<file path="src/rtl/bmp_pkg.sv">
// bmp_pkg: shared constants, stream-state enum and width helpers
// for the bitmap slice streamer (bmp_slicer and bmp_slice_stream).
package bmp_pkg;

    localparam int ROWS_DEF = 64;
    localparam int COLS_DEF = 24;

    typedef enum logic [1:0] {
        ST_IDLE   = 2'd0,
        ST_ACTIVE = 2'd1,
        ST_DONE   = 2'd2
    } stream_st_e;

    // Index width for a counter over n positions (at least 1 bit).
    function automatic int idx_w(input int n);
        return (n > 1) ? $clog2(n) : 1;
    endfunction

    // Flattened bitmap width.
    function automatic int bmp_w(input int rows, input int cols);
        return rows * cols;
    endfunction

endpackage

</file>
<file path="src/rtl/bmp_slice_stream.sv">
// bmp_slice_stream: one slice stream (IDLE/ACTIVE/DONE FSM, index, last).
// Ports: clk, rst_n, restart (load), ready -> valid, last, idx, finished.
module bmp_slice_stream
    import bmp_pkg::*;
#(
    parameter int COUNT   = COLS_DEF,
    parameter bit DESCEND = 1'b0,
    localparam int W      = idx_w(COUNT)
) (
    input  logic         clk,
    input  logic         rst_n,
    input  logic         restart,
    input  logic         ready,
    output logic         valid,
    output logic         last,
    output logic [W-1:0] idx,
    output logic         finished
);

    localparam logic [W-1:0] FIRST = DESCEND ? '0 : '0;
    localparam logic [W-1:0] TOP_I = W'(COUNT - 1);
    localparam logic [W-1:0] START = DESCEND ? TOP_I : FIRST;
    localparam logic [W-1:0] FINAL = DESCEND ? FIRST : TOP_I;

    stream_st_e   state_q, state_d;
    logic [W-1:0] idx_q, idx_d;

    // A restart overrides any handshake in the same cycle.
    always_comb begin
        state_d = state_q;
        idx_d   = idx_q;
        if (restart) begin
            state_d = ST_ACTIVE;
            idx_d   = START;
        end else begin
            unique case (state_q)
                ST_ACTIVE: begin
                    if (ready) begin
                        // Final slice: hold the index, DONE blocks wrap.
                        if (idx_q == FINAL) begin
                            state_d = ST_DONE;
                        end else if (DESCEND) begin
                            idx_d = idx_q - W'(1);
                        end else begin
                            idx_d = idx_q + W'(1);
                        end
                    end
                end
                default: ;
            endcase
        end
    end

    always_ff @(posedge clk or negedge rst_n) begin
        if (!rst_n) begin
            state_q <= ST_IDLE;
            idx_q   <= START;
        end else begin
            state_q <= state_d;
            idx_q   <= idx_d;
        end
    end

    assign valid    = (state_q == ST_ACTIVE);
    assign last     = valid && (idx_q == FINAL);
    assign idx      = idx_q;
    assign finished = (state_q == ST_DONE);

endmodule

</file>
<file path="src/rtl/bmp_slicer.sv">
// bmp_slicer: captures a ROWS x COLS bitmap on load and streams columns,
// bottom-up rows and top-down rows over three valid/ready channels.
// Ports: load/bmp_in in; start, done, {col,bot,top}_{out,valid,last} out;
// {col,bot,top}_ready in.
module bmp_slicer
    import bmp_pkg::*;
#(
    parameter int ROWS = ROWS_DEF,
    parameter int COLS = COLS_DEF
) (
    input  logic                 clk,
    input  logic                 rst_n,
    input  logic                 load,
    input  logic [ROWS*COLS-1:0] bmp_in,
    output logic                 start,
    output logic [ROWS-1:0]      col_out,
    output logic                 col_valid,
    input  logic                 col_ready,
    output logic                 col_last,
    output logic [COLS-1:0]      bot_out,
    output logic                 bot_valid,
    input  logic                 bot_ready,
    output logic                 bot_last,
    output logic [COLS-1:0]      top_out,
    output logic                 top_valid,
    input  logic                 top_ready,
    output logic                 top_last,
    output logic                 done
);

    localparam int RW = idx_w(ROWS);
    localparam int CW = idx_w(COLS);
    localparam int BW = bmp_w(ROWS, COLS);

    logic [BW-1:0]   bmp_q, bmp_d;
    logic            start_q, start_d;
    logic [CW-1:0]   col_idx;
    logic [RW-1:0]   bot_idx, top_idx;
    logic            col_fin, bot_fin, top_fin;
    logic [ROWS-1:0] col_s;
    logic [COLS-1:0] bot_s, top_s;

    always_comb begin
        bmp_d   = load ? bmp_in : bmp_q;
        start_d = load;
    end

    always_ff @(posedge clk or negedge rst_n) begin
        if (!rst_n) begin
            bmp_q   <= '0;
            start_q <= 1'b0;
        end else begin
            bmp_q   <= bmp_d;
            start_q <= start_d;
        end
    end

    bmp_slice_stream #(.COUNT(COLS), .DESCEND(1'b0)) u_col (
        .clk      (clk),
        .rst_n    (rst_n),
        .restart  (load),
        .ready    (col_ready),
        .valid    (col_valid),
        .last     (col_last),
        .idx      (col_idx),
        .finished (col_fin)
    );

    bmp_slice_stream #(.COUNT(ROWS), .DESCEND(1'b0)) u_bot (
        .clk      (clk),
        .rst_n    (rst_n),
        .restart  (load),
        .ready    (bot_ready),
        .valid    (bot_valid),
        .last     (bot_last),
        .idx      (bot_idx),
        .finished (bot_fin)
    );

    bmp_slice_stream #(.COUNT(ROWS), .DESCEND(1'b1)) u_top (
        .clk      (clk),
        .rst_n    (rst_n),
        .restart  (load),
        .ready    (top_ready),
        .valid    (top_valid),
        .last     (top_last),
        .idx      (top_idx),
        .finished (top_fin)
    );

    // Column slice: row 0 lands in the MSB.
    always_comb begin
        col_s = '0;
        for (int r = 0; r < ROWS; r++) begin
            col_s[ROWS-1-r] = bmp_q[r*COLS + int'(col_idx)];
        end
        bot_s = bmp_q[int'(bot_idx)*COLS +: COLS];
        top_s = bmp_q[int'(top_idx)*COLS +: COLS];
    end

    // Slices are forced to zero whenever their stream is not valid.
    assign col_out = col_valid ? col_s : '0;
    assign bot_out = bot_valid ? bot_s : '0;
    assign top_out = top_valid ? top_s : '0;
    assign start   = start_q;
    assign done    = col_fin & bot_fin & top_fin;

endmodule
</file>
<file path="config.mk">
export PLATFORM = sky130hd
export DESIGN_NAME = bmp_slicer
export DESIGN_NICKNAME = d
export VERILOG_FILES = /design/src/rtl/bmp_pkg.sv /design/src/rtl/bmp_slice_stream.sv /design/src/rtl/bmp_slicer.sv
export SDC_FILE = /design/constraint.sdc
export NUM_CORES = 2
export LEC_CHECK = 0
export CAP_MARGIN = 20
export CORE_AREA = 5 5 643 645
export CTS_CLUSTER_DIAMETER = 40
export DETAILED_ROUTE_END_ITERATION = 10
export DIE_AREA = 0 0 648 650
export SLEW_MARGIN = 20
export SYNTH_ARGS = -nofsm -noshare
export SYNTH_HDL_FRONTEND = slang
export SYNTH_SLANG_ARGS = --single-unit
</file>
<file path="constraint.sdc">
create_clock -name clk -period 4.1 [get_ports clk]
set_input_delay 0.615 -clock clk [delete_from_list [all_inputs] [get_ports clk]]
set_output_delay 0.615 -clock clk [all_outputs]
set_load 0.02 [all_outputs]
</file>
==> out/qor.txt <==
core area: 408000 um2
nets: 9854
drt total wl: 669000 um
dpl hpwl: 535000 um
Hold Vio Cnt, Final: 0
Worst-Skew Late Latency: 0.93 ns
total nets after synthesis: 7496
Post-synth top cells: 1557 x mux2_2, 1554 x dfrtp_1, 1381 x mux4_2
Fillers: 38600
Avg Cell Area, Syn: 16.2 um2
grt total ovfl: 0
pin count of the biggest net entering global routing: 139
fraction of registers with async set/reset: 100%
Clk network pwr share: 39.8%
maximum vdd drop: 0.326 mV
DRT Pass-1 Iters: 9
Root Driver: clkbuf_16
Switching Fraction: 33.1%
die height: 650 um
Setup crit end kind: output port
MaxCap Viol Count: 0
power density cells: 452 nW/um2
Seq cells post-synth: 1560
ys flop type: dfrtp_1
vias per cell: 5.70
post-synth top area share: 40.3%
Clock Pin Slew Worst Setup and Hold Paths: 0.06 ns
vias in the first global route: 81400
clock tree buffer depth: 4
1st-iter DRT viols: 10500
cell taking the most area after synthesis: dfrtp_1
layout cell share with drive strength beyond 1: 58.9%
Pleak: 54.7 nW
DP Cell Count: 13100
highest fanout seen on the critical path: 8
clk_skew: 0.0465 ns
Final Core Density: 35.6%
required time of the critical path: 3.48 ns
CTS tree: done
P_int: 43.8 mW
WHS: 0.294 ns
critical-path cell list: buf_12 -> buf_16 -> buf_16 -> buf_6 -> buf_6 -> mux4_2 -> mux4_2 -> a22oi_2 -> nand2_8 -> buf_12
sequential share of the synthesized area: 40.5%
combinational power share: 29.5%
CP delay by family, top: multiplexers
Post-Syn Instances: 5949
Critical Path AT: 4.21 ns
critical path buffer and inverter count: 6
DRC viols: 0
sw power: 21.7 mW
slowest library cell on the worst path: mux4_2
Worst slew margin: 29.0%
Max Freq: 0.207 GHz
GR Util All Layers: 30.5%
minimum period implied by the final worst setup slack: 4.82 ns
synthesized area: 96400 um2
total CTS buffers: 291
Starting Density: 23.7%
Yosys warnings: 0
Slew Limit Fails: 0
initial antenna violation count: 226
io pins: 1662
clock sinks: 1560
routed vias: 80800
Row Count: 235
IO Port Bufs: 1661
outcome: complete, but fails checks
HP Class: in2reg
top-count cell post-synth: mux2_2
Slew @ Worst Pin: 1.07 ns
Distinct cells, synth: 59
Post-synth EDFFs: 0
unrepaired setup endpoints after global routing: yes
Die ar.: 421000 um2
Crit path largest cell delay: 0.66 ns
post-DR wirelength/cell: 47.2 um
failing checks: antenna rules, setup timing
area added between synthesis and finish: 50.3%
largest cells by area after synthesis: dfrtp_1 40%, mux4_2 32%, mux2_2 18%, mux2i_1 2.2%, clkbuf_1 1.0%
Crit Path Class: reg2out
fin crit share: 118%
Final Instance Count excl. Fillers: 14200
CP startpoint kind: flop
TNS Setup: -43.95 ns
Die Span X: 648 um
sequential power share: 30.7%
Final ANT Viol Nets: 1
Final WS setup: -0.720 ns
final setup vio count: 112
first-pass GRT wire length: 850000 um
H-Tree Depth: 5
routability cong.: 1.02
flip-flops by register name (all words and copies together) (netlist names):
| signal | flops |
|---|---|
| u_top.idx | 6 |
| u_top.state_q | 2 |
| u_col.state_q | 2 |
| u_bot.idx | 6 |
| u_bot.state_q | 2 |
| u_col.idx | 5 |
| start | 1 |
| bmp_q | 1536 |
metrics by stage:
step                      area (um2)  worst slack (ns)  total power, mW
final                         145000            -0.720             65.5
after global routing          145000            -0.762             66.9
after CTS                     142000            -0.879             64.8
after detailed placement      124000            -0.545             36.7
after global placement        124000            -0.699             36.6
after floorplan                96500            0.0251             26.4
worst paths after layout:
kind                              start            to  slack [ns]  cells after the start
setup reg to reg           u_top.idx[1]  u_top.idx[5]        1.32                      9
setup / recovery           u_top.idx[0]   top_out[15]       -0.72                     10
hold / removal              bmp_in[610]    bmp_q[610]        0.29                      2
hold reg to reg             bmp_q[1205]   bmp_q[1205]        0.55                      1
max in group asynchronous         rst_n   bmp_q[1348]        2.35                      3
min in group asynchronous         rst_n    bmp_q[752]        0.44                      2
timing repair:
| item | 4_1_cts | 5_1_grt |
|---|---|---|
| endpoints found under the setup margin | 112 | 112 |
| hold buffers | 1 | 0 |
| pin swaps | 106 | 107 |
| hold endpoints to repair | 59 | 0 |
| gates cloned | 50 | 19 |
| resized for setup | 917 | 343 |
| buffers inserted | 218 | 184 |
per-layer routing:
layer  up-vias  part of all wire, %  global-route usage (%)
li1      29400                    -                       -
met3      1624                   11                    10.6
met2      6402                   46                    48.0
met4       136                  6.9                    17.0
met1     43200                   36                    36.4
met5         -                 0.14                       0
kinds of logic (layout without fill, tap and decap cells):
group | after synthesis | in the layout | share of synthesized area (%)
AOI/OAI and AO/OA | 307 | 307 | 2.11
xor gates and xnor gates | 12 | 12 | 0.109
adders and majority gates | 5 | 5 | 0.0649
buffers and inverters | 581 | 3180 | 2.98
DFF | 1560 | 1560 | 40.5
muxes | 3151 | 3151 | 52.6
other | 0 | 172 | 0
and+or+nand+nor | 333 | 333 | 1.61
cell type report:
class	instances	area (um2)	share of cell area, %
antenna	172	430	0.297
clock buffer	344	7840	5.41
clock inverter	190	2620	1.81
inverter	9	48.8	0.0337
multi-input combinational	3808	58000	40.0
sequential	1560	39100	27.0
tap	5451	6820	4.70
timing repair buffer	2637	30100	20.7
placed cells by master, fill, tap and decap left out, types with 25 or more instances in the layout:
| cell type | count |
|---|---|
| a211oi_2 | 32 |
| a22oi_2 | 56 |
| buf_12 | 253 |
| buf_16 | 75 |
| buf_4 | 497 |
| buf_6 | 187 |
| buf_8 | 45 |
| bufinv_16 | 43 |
| clkbuf_16 | 319 |
| clkbuf_8 | 25 |
| clkdlybuf4s50_1 | 1544 |
| clkinv_2 | 43 |
| clkinvlp_4 | 26 |
| dfrtp_1 | 1545 |
| diode_2 | 172 |
| inv_6 | 35 |
| mux2_2 | 1548 |
| mux2i_1 | 116 |
| mux2i_2 | 31 |
| mux2i_4 | 66 |
| mux4_2 | 1381 |
| nand2_1 | 52 |
| nand2_2 | 35 |
| nand2_4 | 25 |
| nor2_1 | 42 |
| nor2b_4 | 42 |
| o21ai_2 | 33 |
| o22ai_1 | 31 |
power groups by stage:
stage / sequential [mW] / clock (mW) / combinational, mW
6_report: 20.1 / 26.0 / 19.4
5_1_grt: 20.1 / 27.0 / 19.8
4_1_cts: 19.9 / 26.3 / 18.6
3_5_place_dp: 20.2 / 0 / 16.5
3_3_place_gp: 20.1 / 0 / 16.5
2_1_floorplan: 18.1 / 0 / 8.29
Power figures use the tool's default switching activity.
